File: src/rtl/fifo_stream_reader.sv
// fifo_stream_reader: read-side adapter for the synchronous FIFO.
// Issues reads, absorbs the one-cycle registered read latency in a
// 2-entry in-order buffer and presents the words as a valid/ready stream
// at one word per cycle. Also provides flush and a delivered-word counter.
module fifo_stream_reader #(
  parameter int DATA_WIDTH = 8,
  parameter int COUNT_W    = 16
) (
  input  logic                  clk,
  input  logic                  rst_n,
  input  logic                  fifo_empty,
  input  logic [DATA_WIDTH-1:0] fifo_rdata,
  output logic                  fifo_r_en,
  input  logic                  flush,
  output logic                  m_valid,
  output logic [DATA_WIDTH-1:0] m_data,
  input  logic                  m_ready,
  output logic [COUNT_W-1:0]    rd_count
);

  // buf0 is always the head (oldest word); buf1 only holds data when buf_cnt=2
  logic [DATA_WIDTH-1:0] buf0_q, buf0_d;
  logic [DATA_WIDTH-1:0] buf1_q, buf1_d;
  logic [1:0]            buf_cnt_q, buf_cnt_d;
  logic                  rd_pending_q, rd_pending_d;
  logic [COUNT_W-1:0]    rd_count_q, rd_count_d;

  logic       pop;
  logic       capture;
  logic [1:0] occ;

  assign m_valid  = (buf_cnt_q != 2'd0);
  assign m_data   = buf0_q;
  assign rd_count = rd_count_q;

  // Handshake, capture and read-issue decisions
  always_comb begin
    pop     = m_valid & m_ready & ~flush;
    capture = rd_pending_q & ~flush;
    // buffered words plus the one in flight; never exceeds 2
    occ     = buf_cnt_q + {1'b0, rd_pending_q};
    // a pop frees a slot this edge, so a full pipe can still fetch while draining
    fifo_r_en = rst_n & ~flush & ~fifo_empty & ((occ < 2'd2) | pop);
  end

  // Next-state for the buffer, in-flight flag and delivered counter
  always_comb begin
    buf0_d       = buf0_q;
    buf1_d       = buf1_q;
    buf_cnt_d    = buf_cnt_q;
    rd_pending_d = fifo_r_en;
    rd_count_d   = rd_count_q + {{(COUNT_W-1){1'b0}}, pop};
    if (flush) begin
      // the word arriving from last cycle's read is simply not captured
      buf_cnt_d = 2'd0;
    end else begin
      case ({pop, capture})
        2'b10: begin
          buf0_d    = buf1_q;
          buf_cnt_d = buf_cnt_q - 2'd1;
        end
        2'b01: begin
          if (buf_cnt_q == 2'd0) buf0_d = fifo_rdata;
          else                   buf1_d = fifo_rdata;
          buf_cnt_d = buf_cnt_q + 2'd1;
        end
        2'b11: begin
          // head leaves and the new word appends; count unchanged
          if (buf_cnt_q == 2'd1) begin
            buf0_d = fifo_rdata;
          end else begin
            buf0_d = buf1_q;
            buf1_d = fifo_rdata;
          end
        end
        default: ;
      endcase
    end
  end

  // State registers with synchronous active-low reset
  always_ff @(posedge clk) begin
    if (!rst_n) begin
      buf0_q       <= '0;
      buf1_q       <= '0;
      buf_cnt_q    <= 2'd0;
      rd_pending_q <= 1'b0;
      rd_count_q   <= '0;
    end else begin
      buf0_q       <= buf0_d;
      buf1_q       <= buf1_d;
      buf_cnt_q    <= buf_cnt_d;
      rd_pending_q <= rd_pending_d;
      rd_count_q   <= rd_count_d;
    end
  end

endmodule

File: config.mk
export PLATFORM = sky130hd
export DESIGN_NAME = fifo_stream_reader
export DESIGN_NICKNAME = d
export VERILOG_FILES = /design/src/rtl/fifo_stream_reader.sv
export SDC_FILE = /design/constraint.sdc
export NUM_CORES = 1
export LEC_CHECK = 0
export ABC_AREA = 1
export BUFFER_PORTS_ARGS = -buffer_cell sky130_fd_sc_hd__buf_2
export CORE_MARGIN = 2
export CORE_UTILIZATION = 50
export CTS_CLUSTER_DIAMETER = 40
export DETAILED_ROUTE_END_ITERATION = 16
export GPL_TIMING_DRIVEN = 0
export MAX_ROUTING_LAYER = met4
export PLACE_DENSITY = 0.74
export SLEW_MARGIN = 25
export SYNTH_ARGS = -nofsm -noshare
export SYNTH_HDL_FRONTEND = slang
export SYNTH_SLANG_ARGS = --single-unit
export TNS_END_PERCENT = 20
File: constraint.sdc
create_clock -name clk -period 2.8 [get_ports clk]
set_clock_uncertainty 0.2 [all_clocks]
set_input_delay 0.14 -clock clk [delete_from_list [all_inputs] [get_ports clk]]
set_output_delay 0.14 -clock clk [all_outputs]
set_load 0.03 [all_outputs]
# Word level (Yosys, flattened, before mapping)
# Cells that the tools add are included.
# totals
ff_bits	35
in_bits	13
out_inout_bits	26
elab_cells	42
# classes
addsub	4
n_lt_le_gt_ge	1
eq_ne	7
mux	7
bitwise_logic	10
n_reduce_logical	8
# ops
operator	count
$mux 8	4
$pmux 8 s3	1
$add 16x1->16	1
$pmux 8 s2	1
$and 1x1->1	6
$ne 2x2->1 const B	3
$reduce_bool 2->1	3
$eq 2x1->1 const B	2
$eq 2x2->1 const B	2
$pmux 2 s2	1
$reduce_and 4->1	1
$not 1->1	3
$reduce_and 3->1	1
$reduce_bool 3->1	1
$add 2x1->2	1
$add 2x1->2 const B	1
$logic_not 2->1	1
$lt 2x2->1 const B	1
$reduce_or 2->1	1
$sub 2x1->2 const B	1
$or 1x1->1	1

# Depth between registers and ports, before layout
# Gate-level depths: netlist of run 1.
# depth
depth_word	6
ltp_mapped	13
ltp_nobuf	13

# Worst setup path after synthesis of run 1
# OpenSTA, ideal clock, no wires.
# synth_timing
kind	register to register
startpoint	register buf_cnt_q[0]
endpoint	register rd_count_q[10] (netlist: rd_count[10])
setup_time_ns	0.118
arrival_time_ns	2.046
t_required_ns	2.482
path_slack_ns	0.436
stages_incl_launch_ff	13
path_buffers	0
synth_period_minus_slack_ns	2.364
path_cell_list	dfxtp_1 -> inv_1 -> ha_1 -> inv_1 -> nand3_1 -> inv_1 -> ha_1 -> ha_1 -> nand2_2 -> nor2_4 -> nand3_2 -> xor2_1 -> nor2_1
# synth_between
elab_chain_cells	4
# synth_rtl
element	line	text
start: declaration	24	logic [1:0] buf_cnt_q, buf_cnt_d;
start signal: assignment	92	buf_cnt_q <= buf_cnt_d;
$reduce_bool 2->1	32	assign m_valid = (buf_cnt_q != 2'd0);
named net m_valid	15	output logic m_valid,
$and 1x1->1 (2 in series)	38	pop = m_valid & m_ready & ~flush;
$add 16x1->16	52	rd_count_d = rd_count_q + {{(COUNT_W-1){1'b0}}, pop};
end signal: assignment	94	rd_count_q <= rd_count_d;
end: declaration	26	logic [COUNT_W-1:0] rd_count_q, rd_count_d;
# The timed path passes the listed nets, and every way through them passes these cells.
# A chain may end at the register's enable or synchronous reset.

# Worst setup path after layout of run 1
# layout_timing
startpoint	register buf_cnt_q[1]
endpoint	register buf1_q[5]
# layout_between
elab_chain_cells	6
word_cells_on_any_way	12
cone_classes	5 x eq/ne; 1 x mux; 2 x bitwise; 4 x reduce/logical
# layout_rtl
element	line	text
$reduce_bool 2->1	32	
$and 1x1->1 (2 in series)	38	
$eq 2x2->1 / $eq 2x1->1 (equally long branches)	57	case ({pop, capture})
$ne 2x2->1 (no line) / $reduce_bool 2->1 (equally long branches)	n/a	
$reduce_and 4->1 (no line)	n/a	
end signal: assignment	91	buf1_q <= buf1_d;
end: declaration	23	logic [DATA_WIDTH-1:0] buf1_q, buf1_d;
# Several ways; a longest one is shown, not always the timed one.

==> summary.md, run 1 <==
| Metric | Value |
|---|---|
| Most instantiated cells after synthesis | nand2_1 (46), inv_1 (45), nor2_1 (36) |
| Share of layout cells above drive strength 1 | 20.3% |
| Clk pwr share | 31.4% |
| Final min period | 2540 ps |
| Critical path arrival | 2590 ps |
| Synthesized area | 1810 µm² |
| Rows | 21 |
| Yosys top cell by area | dfxtp_1 |
| Cell count after synthesis | 257 |
| Ranking of synthesized cells by area | dfxtp_1 (39%), nand2_1 (9.6%), inv_1 (9.3%) |
| Num CTS Buffers | 5 |
| Vias in the first global route | 1570 |
| Clk sink count | 35 |
| Post-synth EDFFs | 0 |
| Routed WL | 3870 µm |
| Top-area cell type share of the netlist area | 38.8% |
| Maximum clock path buffer count | 2 |
| F_max | 0.394 GHz |
| Die Span Y | 64.1 µm |
| GRT Util Overall | 20.8% |
| IO Pins | 39 |
| ANT nets after route | 0 |
| Initial DRT Pass Iterations | 4 |
| H-tree Lvls | 2 |
| Setup_tns | 0 ps |
| CTS clock-pin slew for the worst setup and hold paths | 110 ps |
| CP Data Required Time | 2850 ps |
| Vias per inst | 4.77 |
| Critical Path Source Type | flop |
| Skew-Pair Late Insertion Delay | 350 ps |
| Pleak | 1.10 nW |
| Syn Nets | 279 |
| Antenna cells | 0 |
| Avg Inst Size Synth | 7.03 µm² |
| Routability cong. | 0.875 |
| Period utilization | 90.6% |
| Cell variety after synth | 25 |
| Initial DRC count | 98 |
| CTS tree | built |
| Post-Layout Cell Count | 362 |
| Critical Path End Type | flop |
| Worst min path class | input port to flop |
| Area grow syn2layout | 24.7% |
| Initial antenna violation count | 0 |
| Worst slew margin | 60.0% |
| I/O Buffers | 38 |
| Total core area | 3420 µm² |
| VDD IR max | 0.000207 V |
| Max Cap Violations | 0 |
| Post-synthesis async set-or-reset flop share | 0% |
| Switching share of power | 26.9% |
| Register area share after synthesis | 38.8% |
| Internal power | 0.636 mW |
| Synth Register Bits | 35 |
| Setup Crit Path Kind | flop to flop |
| Drt wl/cell | 10.7 µm |
| Die W | 64.1 µm |
| Hold Violations, Final | 0 |
| Slew Limit Fails | 0 |
| Post-CTS Repair Setup Buffers | 0 |
| Warning count from the yosys run | 0 |
| Seq pwr share | 58.7% |
| Switching power | 0.234 mW |
| Pin count of the biggest net entering global routing | 13 |
| Synth Flop Type | dfxtp_1 |
| Worst-path fanout max | 9 |
| Most frequent cell after synthesis | nand2_1 |
| Clock root cell | clkbuf_4 |
| Initial Util | 52.9% |
| Final net count | 337 |
| Worst Max-Slew Pin Slew | 597 ps |
| Via count | 1726 |
| Power Density | 386 nW/µm² |
| Grt ovf | 0 |
| Full die area | 4110 µm² |
| Final HPWL from detailed placement | 2750 µm |
| First-pass GRT wire length | 6560 µm |
| Endpoints failing setup | 0 |
| Number of fill cells | 324 |
| DP Cell Count | 341 |
| Gate power share | 9.9% |
| Unrepaired setup endpoints after global routing | false |
| Number of remaining DRC errors | 0 |
| Status | finished, final reports clean |
## layer usage
metal	vias to the layer above	GRT usage, %	wire length (µm)
met1	747	27.0	2000
li1	924	-	-
met5	-	-	0
met2	48	31.3	1630
met4	0	9.84	67
met3	7	4.23	179
## cells by family (layout without fill, tap and decap cells)
kind of cell | after synthesis | count (layout) | share of synthesized area, %
xor+xnor | 4 | 4 | 1.94
fa+ha+maj | 9 | 9 | 6.23
compound gates | 45 | 45 | 13.8
buf+inv | 51 | 110 | 11.1
simple gates | 113 | 113 | 28.1
flops | 35 | 35 | 38.8
## layout make-up
type,instances,area [µm²],area share (%)
Buffer,4,25.0,1.11
Clock buffer,5,37.5,1.67
Clock inverter,3,15.0,0.667
Inverter,47,176,7.83
Multi-Input combinational cell,171,920,40.8
Sequential cell,35,701,31.1
Tap cell,46,57.6,2.56
Timing Repair Buffer,51,320,14.2
## critical path, cell delays in order, from the launching register on
cell and delay (ps):
dfxtp_1 310, inv_1 120, ha_2 230, inv_1 70
nand3_2 130, inv_1 100, ha_1 230, nand2_1 140
nand3_4 140, o21ai_0 170, dlygate4sd3_1 560, nor2_1 40
## final timing paths
path           startpoint      endpoint  slack [ps]  depth (start not counted)
min reg2reg  rd_count[15]  rd_count[15]         290                          2
max          buf_cnt_q[1]     buf1_q[5]         260                         11
min                 flush  buf_cnt_q[0]          30                          4
max reg2reg  buf_cnt_q[1]     buf1_q[5]         260                         11
## metrics by stage
stage | instance area [µm²] | hold WS [ps] | total power [mW] | setup slack (ps) | utilization (%)
after CTS | 2240 | 5.66 | 0.873 | 140 | 65.5
after floorplan | 1810 | 18.5 | 0.567 | 436 | -
after detailed placement | 2050 | 124 | 0.592 | 393 | 60.1
final | 2250 | 29.8 | 0.870 | 263 | 65.9
after global placement | 2050 | 120 | 0.591 | 415 | 60.1
after global routing | 2250 | 75.7 | 0.901 | 57.5 | 65.9
## power by group through the flow
stage,combinational [mW],sequential [mW],clock [mW]
final,0.0864,0.511,0.273
after global routing,0.0970,0.512,0.292
after CTS,0.0841,0.511,0.278
after detailed placement,0.0702,0.522,0
after global placement,0.0696,0.522,0
after floorplan,0.0384,0.528,0
## cell usage in the layout (no fill, tap or decap)
cell type and n:
dfxtp_1 35, clkbuf_1 1, o21ai_1 2, dlygate4sd3_1 13, nor3b_1 1, a211oi_1 3, nand2_2 3, clkinv_2 3
ha_1 8, o21bai_1 1, buf_6 1, nand4_1 3, nor2_4 4, nor2_1 36, o21a_1 1, buf_2 40
ha_2 1, clkbuf_4 5, inv_1 45, a21oi_1 17, nand3_2 2, nand3_1 17, xor2_1 2, o21ai_2 1
a211oi_2 1, nand2_1 46, nand3_4 1, inv_2 2, o21ai_0 19, xnor2_1 2
## flip-flops by register name, summed over array words and instances (netlist names)
signal        count
rd_count         16
buf1_q            8
m_data            8
buf_cnt_q         2
rd_pending_q      1
## repair_timing
item / 4_1_cts / 5_1_grt
hold endpoints to repair: 20 / 0
resized for setup: 0 / 4
setup endpoints to repair: 0 / 2
hold buffers: 13 / 0
Note: power is estimated with default switching activity, not from simulation.
==> run 2: changes to the inputs <==
--- a/config.mk
+++ b/config.mk
@@ -8,12 +8,12 @@
 export ABC_AREA = 1
 export BUFFER_PORTS_ARGS = -buffer_cell sky130_fd_sc_hd__buf_2
 export CORE_MARGIN = 2
-export CORE_UTILIZATION = 50
+export CORE_UTILIZATION = 48
 export CTS_CLUSTER_DIAMETER = 40
 export DETAILED_ROUTE_END_ITERATION = 16
 export GPL_TIMING_DRIVEN = 0
 export MAX_ROUTING_LAYER = met4
-export PLACE_DENSITY = 0.74
+export PLACE_DENSITY = 0.75
 export SLEW_MARGIN = 25
 export SYNTH_ARGS = -nofsm -noshare
 export SYNTH_HDL_FRONTEND = slang
==> constraint.sdc (replaced) <==
create_clock -name clk -period 2.15 [get_ports clk]
set_clock_uncertainty 0.2 [all_clocks]
set_input_delay 0.1075 -clock clk [delete_from_list [all_inputs] [get_ports clk]]
set_output_delay 0.1075 -clock clk [all_outputs]
set_load 0.03 [all_outputs]
==> summary.md, run 2 (synthesis results as in run 1) <==
| Metric | Value |
|---|---|
| Drt wl/cell | 11.2 µm (+4.6%) |
| Grt ovf | 0 (unchanged) |
| Antenna cells | 0 (unchanged) |
| Power Density | 555 nW/µm² (+44%) |
| Placed cell area | 2070 µm² (+0.85%) |
| Number of fill cells | 317 (-2.2%) |
| Share of layout cells above drive strength 1 | 23.4% (+3.2 points) |
| Met2 usage | 32.0% (+0.77 points) |
| Fin area | 2360 µm² (+4.7%) |
| Pleak | 1.12 nW (+1.4%) |
| DP Cell Count | 343 (+0.59%) |
| Die Span Y | 65.4 µm (+1.9%) |
| Max reg flops | 16 (unchanged) |
| Worst slew margin | 73.1% (+13 points) |
| Routability cong. | 0.884 (+0.96%) |
| Worst Max-Slew Pin Slew | 404 ps (-193 ps) |
| Initial DRC count | 110 (+12%) |
| Slew Limit Fails | 0 (unchanged) |
| Max Cap Violations | 0 (unchanged) |
| Final net count | 337 (unchanged) |
| Worst min path class | input port to flop |
| Endpoints failing setup | 0 (unchanged) |
| Area grow syn2layout | 30.5% |
| Clk sink count | 35 (unchanged) |
| CTS tree | built |
| Vias in the first global route | 1488 (-5.2%) |
| GR Util met3 | 5.65% (+1.4 points) |
| H-tree Lvls | 2 (unchanged) |
| Unrepaired setup endpoints after global routing | true |
| Most common cell after layout, fill and taps aside | nand2_1 |
| F_max | 0.488 GHz (+24%) |
| ANT nets after route | 0 (unchanged) |
| Most frequent cells in the layout | nand2_1 (45), inv_1 (42), buf_2 (39) |
| Post-Layout Cell Count | 364 (+0.55%) |
| Total core area | 3630 µm² (+6.4%) |
| Initial antenna violation count | 0 (unchanged) |
| Worst-path fanout max | 6 (-3) |
| Routed WL | 4080 µm (+5.2%) |
| I/O Buffers | 38 (unchanged) |
| Number of remaining DRC errors | 0 (unchanged) |
| Num CTS Buffers | 5 (unchanged) |
| Maximum clock path buffer count | 2 (unchanged) |
| Clock root cell | clkbuf_8 |
| CTS clock-pin slew for the worst setup and hold paths | 80 ps (-30 ps) |
| Skew-Pair Late Insertion Delay | 290 ps (-60 ps) |
| Met1 Track Usage GR | 25.7% (-1.3 points) |
| IO Pins | 39 (unchanged) |
| Final HPWL from detailed placement | 2730 µm (-0.54%) |
| Final min period | 2050 ps (-489 ps) |
| Setup Crit Path Kind | flop to flop |
| Die W | 65.4 µm (+1.9%) |
| Critical Path Source Type | flop |
| Initial DRT Pass Iterations | 5 (+1) |
| Period utilization | 95.3% (+4.6 points) |
| Hold Violations, Final | 0 (unchanged) |
| First-pass GRT wire length | 6550 µm (-0.20%) |
| CP Data Required Time | 2140 ps (-710 ps) |
| Status | finished, final reports clean |
| Full die area | 4270 µm² (+3.9%) |
| Rows | 22 (+4.8%) |
| Pin count of the biggest net entering global routing | 13 (unchanged) |
| Critical path arrival | 2030 ps (-560 ps) |
| Vias per inst | 4.81 (+0.89%) |
| VDD IR max | 0.000374 V (+81%) |
| Critical Path End Type | flop |
| Initial Util | 49.7% (-3.2 points) |
| GR peak layer | met2 |
| Via count | 1751 (+1.4%) |
| GRT Util Overall | 20.5% (-0.28 points) |
run 2: cell types whose count changed in the layout (fill, tap and decap cells not counted), sizes merged:
| cell | delta |
|---|---|
| clkbuf | +4 |
| clkinv | -3 |
| dlygate4sd3 | -2 |
| buf | +1 |
| clkinvlp | +1 |
| inv | -1 |
run 2: what timing repair did:
action,4_1_cts,5_1_grt
hold endpoints to repair,17,0
setup buffers,0,2
endpoints found under the setup margin,14,21
hold buffers,11,0
pin swaps,1,1
resized for setup,4,13
run 2: routing by layer:
| metal | up-vias | wire (µm) |
|---|---|---|
| met5 | - | 0 |
| met4 | 0 | 50 |
| met3 | 6 | 201 |
| met2 | 43 | 1950 |
| met1 | 776 | 1870 |
| li1 | 926 | - |
run 2: worst paths after layout:
path | startpoint | to | slack (ps) | cells after the start
setup reg to reg | buf_cnt_q[0] | rd_count[10] | 100 | 12
hold / removal | flush | buf_cnt_q[0] | 90 | 4
hold reg to reg | buf_cnt_q[0] | buf_cnt_q[0] | 270 | 1
setup / recovery | buf_cnt_q[0] | rd_count[10] | 100 | 12
run 2: cell type report:
| cell class | count | area [µm²] | area share (%) |
|---|---|---|---|
| Tap cell | 48 | 60.1 | 2.55 |
| Sequential cell | 35 | 704 | 29.9 |
| Timing Repair Buffer | 51 | 315 | 13.4 |
| Inverter | 47 | 185 | 7.85 |
| Clock buffer | 8 | 100 | 4.24 |
| Buffer | 4 | 27.5 | 1.17 |
| Multi-Input combinational cell | 171 | 966 | 41.0 |
run 2: metrics by stage:
step                worst slack (ps)  util (%)  total power [mW]  hold slack [ps]  setup TNS [ps]
global route                   -46.1      64.9              1.36              125            -212
CTS                             40.3      63.0              1.31             90.8               0
finish                           102      64.9              1.31             90.9               0
detailed placement              -157      57.0             0.773             93.9           -1570
floorplan                       1.99         -             0.740            -14.0               0
global placement                -126      57.0             0.772             86.8           -1050
run 2: worst max-delay path: stages, from the launching register on:
cell     delay, ps
dfxtp_4        370
inv_1           70
ha_4           180
inv_4           60
nand3_4        110
inv_4           80
ha_2           200
ha_4           150
nand2_4         60
nor2_4         190
nand3_2        100
xor2_1         130
nor2_1          50
run 2: power by group:
group	internal [mW]	leakage, nW	switching, mW
Sequential	0.658	0.284	0.00534
Clock	0.293	0.0515	0.240
Combinational	0.0471	0.780	0.0669
Total	0.998	1.12	0.312
==> run 3: changes to the inputs <==
--- a/config.mk
+++ b/config.mk
@@ -7,6 +7,7 @@
 export LEC_CHECK = 0
 export ABC_AREA = 1
 export BUFFER_PORTS_ARGS = -buffer_cell sky130_fd_sc_hd__buf_2
+export CORE_ASPECT_RATIO = 0.75
 export CORE_MARGIN = 2
 export CORE_UTILIZATION = 48
 export CTS_CLUSTER_DIAMETER = 40
==> summary.md, run 3 (synthesis results as in run 1) <==
| Metric | Value |
|---|---|
| Worst-path fanout max | 6 (unchanged) |
| Setup_tns | 0 ps (unchanged) |
| Pin count of the biggest net entering global routing | 13 (unchanged) |
| Power Density | 624 nW/µm² (+12%) |
| Hold-critical path depth | 4 (unchanged) |
| Initial DRC count | 111 (+0.91%) |
| R2R Setup Slk | 110 ps (about the same) |
| Total core area | 3640 µm² (+0.10%) |
| Sequential cell area | 704 µm² (unchanged) |
| Worst slew margin | 74.9% (+1.8 points) |
| Status | finished, final reports clean |
| Worst Max-Slew Pin Slew | 377 ps (-27.3 ps) |
| Grt ovf | 0 (unchanged) |
| IO Pins | 39 (unchanged) |
| Post-Layout Cell Count | 366 (+0.55%) |
| Slew Limit Fails | 0 (unchanged) |
| Max reg flops | 16 (unchanged) |
| Full die area | 4280 µm² (+0.12%) |
| Hold_sp | flush |
| Area used by multi-input combinational logic | 990 µm² (+2.5%) |
| Rows | 19 (-14%) |
| First-pass GRT wire length | 7060 µm (+7.8%) |
| Number of fill cells | 328 (+3.5%) |
| DP Cell Count | 347 (+1.2%) |
| Antenna cells | 0 (unchanged) |
| Most common cell after layout, fill and taps aside | nand2_1 |
| Area grow syn2layout | 32.9% |
| H-tree Lvls | 2 (unchanged) |
| WHS Endpoint | buf_cnt_q[0] |
| Period utilization | 94.7% (-0.55 points) |
| CTS tree | built |
| Die Span Y | 57.1 µm (-13%) |
| Clock root cell | clkbuf_8 |
| F_max | 0.491 GHz (+0.58%) |
| Critical Path Source Type | flop |
| Pleak | 1.13 nW (+1.5%) |
| Setup Crit Path Kind | flop to flop |
| I/O Buffers | 38 (unchanged) |
| Final net count | 335 (-0.59%) |
| Drt wl/cell | 11.6 µm (+3.6%) |
| CTS clock-pin slew for the worst setup and hold paths | 70 ps (about the same) |
| Clk sink count | 35 (unchanged) |
| Most frequent cells in the layout | nand2_1 (45), inv_1 (41), buf_2 (39) |
| Initial antenna violation count | 0 (unchanged) |
| Skew-Pair Late Insertion Delay | 300 ps (about the same) |
| Hold Violations, Final | 0 (unchanged) |
| Number of remaining DRC errors | 0 (unchanged) |
| Routed WL | 4240 µm (+4.1%) |
| Maximum clock path buffer count | 2 (unchanged) |
| Worst reg-to-reg path cell count | 11 (-1) |
| Vias per inst | 4.83 (+0.42%) |
| Vias in the first global route | 1566 (+5.2%) |
| Worst flop-to-flop path startpoint | buf_cnt_q[0] |
| Via count | 1768 (+0.97%) |
| Routability cong. | 0.833 (-5.8%) |
| Critical Path End Type | flop |
| Final min period | 2040 ps (-11.8 ps) |
| Endpoints failing setup | 0 (unchanged) |
| Initial DRT Pass Iterations | 4 (-1) |
| Critical path arrival | 2060 ps (+30 ps) |
| Tot Pwr | 1.50 mW (+14%) |
| Share of layout cells above drive strength 1 | 23.6% (+0.15 points) |
| Die W | 74.8 µm (+15%) |
| ANT nets after route | 0 (unchanged) |
| Initial Util | 49.7% (-0.051 points) |
| Max Cap Violations | 0 (unchanged) |
| R2R Path End | rd_count[12] |
| Final HPWL from detailed placement | 2940 µm (+7.5%) |
| CP Data Required Time | 2170 ps (+30 ps) |
| Num CTS Buffers | 5 (unchanged) |
| VDD IR max | 0.000426 V (+14%) |
| Worst min path class | input port to flop |
| GRT Util Overall | 22.1% (+1.6 points) |
run 3: final cells by class:
cell class | count | area share, %
timing repair buffer | 49 | 12.5
clock buffer | 6 | 3.02
buffer | 4 | 1.15
tap | 52 | 2.71
inverter | 47 | 7.56
sequential | 35 | 29.3
clock inverter | 2 | 2.50
multi-input combinational | 171 | 41.2
run 3: routing by layer:
metal	track usage (%)	up-vias	routed length (µm)
met5	-	-	0
met3	5.30	7	226
li1	-	919	-
met2	31.7	57	1870
met4	7.91	0	63
met1	30.3	785	2090
run 3: repair_timing:
action	CTS	global route
buffers inserted	0	0
endpoints found under the hold margin	18	0
hold buffers	11	0
endpoints found under the setup margin	19	24
resized for setup	5	16
pin swaps	3	4
gates cloned	0	0
run 3: critical path, stage by stage, from the launching register on:
cell	delay, ps
dfxtp_4	370
inv_1	70
ha_4	180
inv_4	60
nand3_4	120
inv_4	100
ha_4	140
ha_4	140
nand2_4	60
nor2_4	190
nand4_1	160
a21oi_2	180
run 3: metrics by stage:
stage                     cell area (µm²)  setup slack (ps)  util (%)  hold WS, ps
after floorplan                      1820              1.99         -        -14.0
after global placement               2080              -137      57.1         91.8
after detailed placement             2080              -151      57.1         97.4
after CTS                            2330              5.33      64.1         83.8
after global routing                 2400             -4.59      66.0          117
final                                2400               114      66.0         95.2
run 3: worst max path at each step:
stage	from	to	slack, ps	cells after the start
floorplan	buf_cnt_q[0]	rd_count[10]	2	12
global placement	buf_cnt_q[0]	m_data[1]	-140	12
detailed placement	buf_cnt_q[0]	m_data[1]	-150	12
CTS	buf_cnt_q[1]	rd_count[12]	5	11
global route	buf_cnt_q[0]	rd_count[12]	-5	11
finish	buf_cnt_q[0]	rd_count[12]	110	11
run 3: where the power goes:
| group | switching, mW | total [mW] | internal (mW) |
|---|---|---|---|
| clock network | 0.255 | 0.718 | 0.464 |
| registers | 0.00585 | 0.664 | 0.658 |
| logic | 0.0688 | 0.116 | 0.0473 |
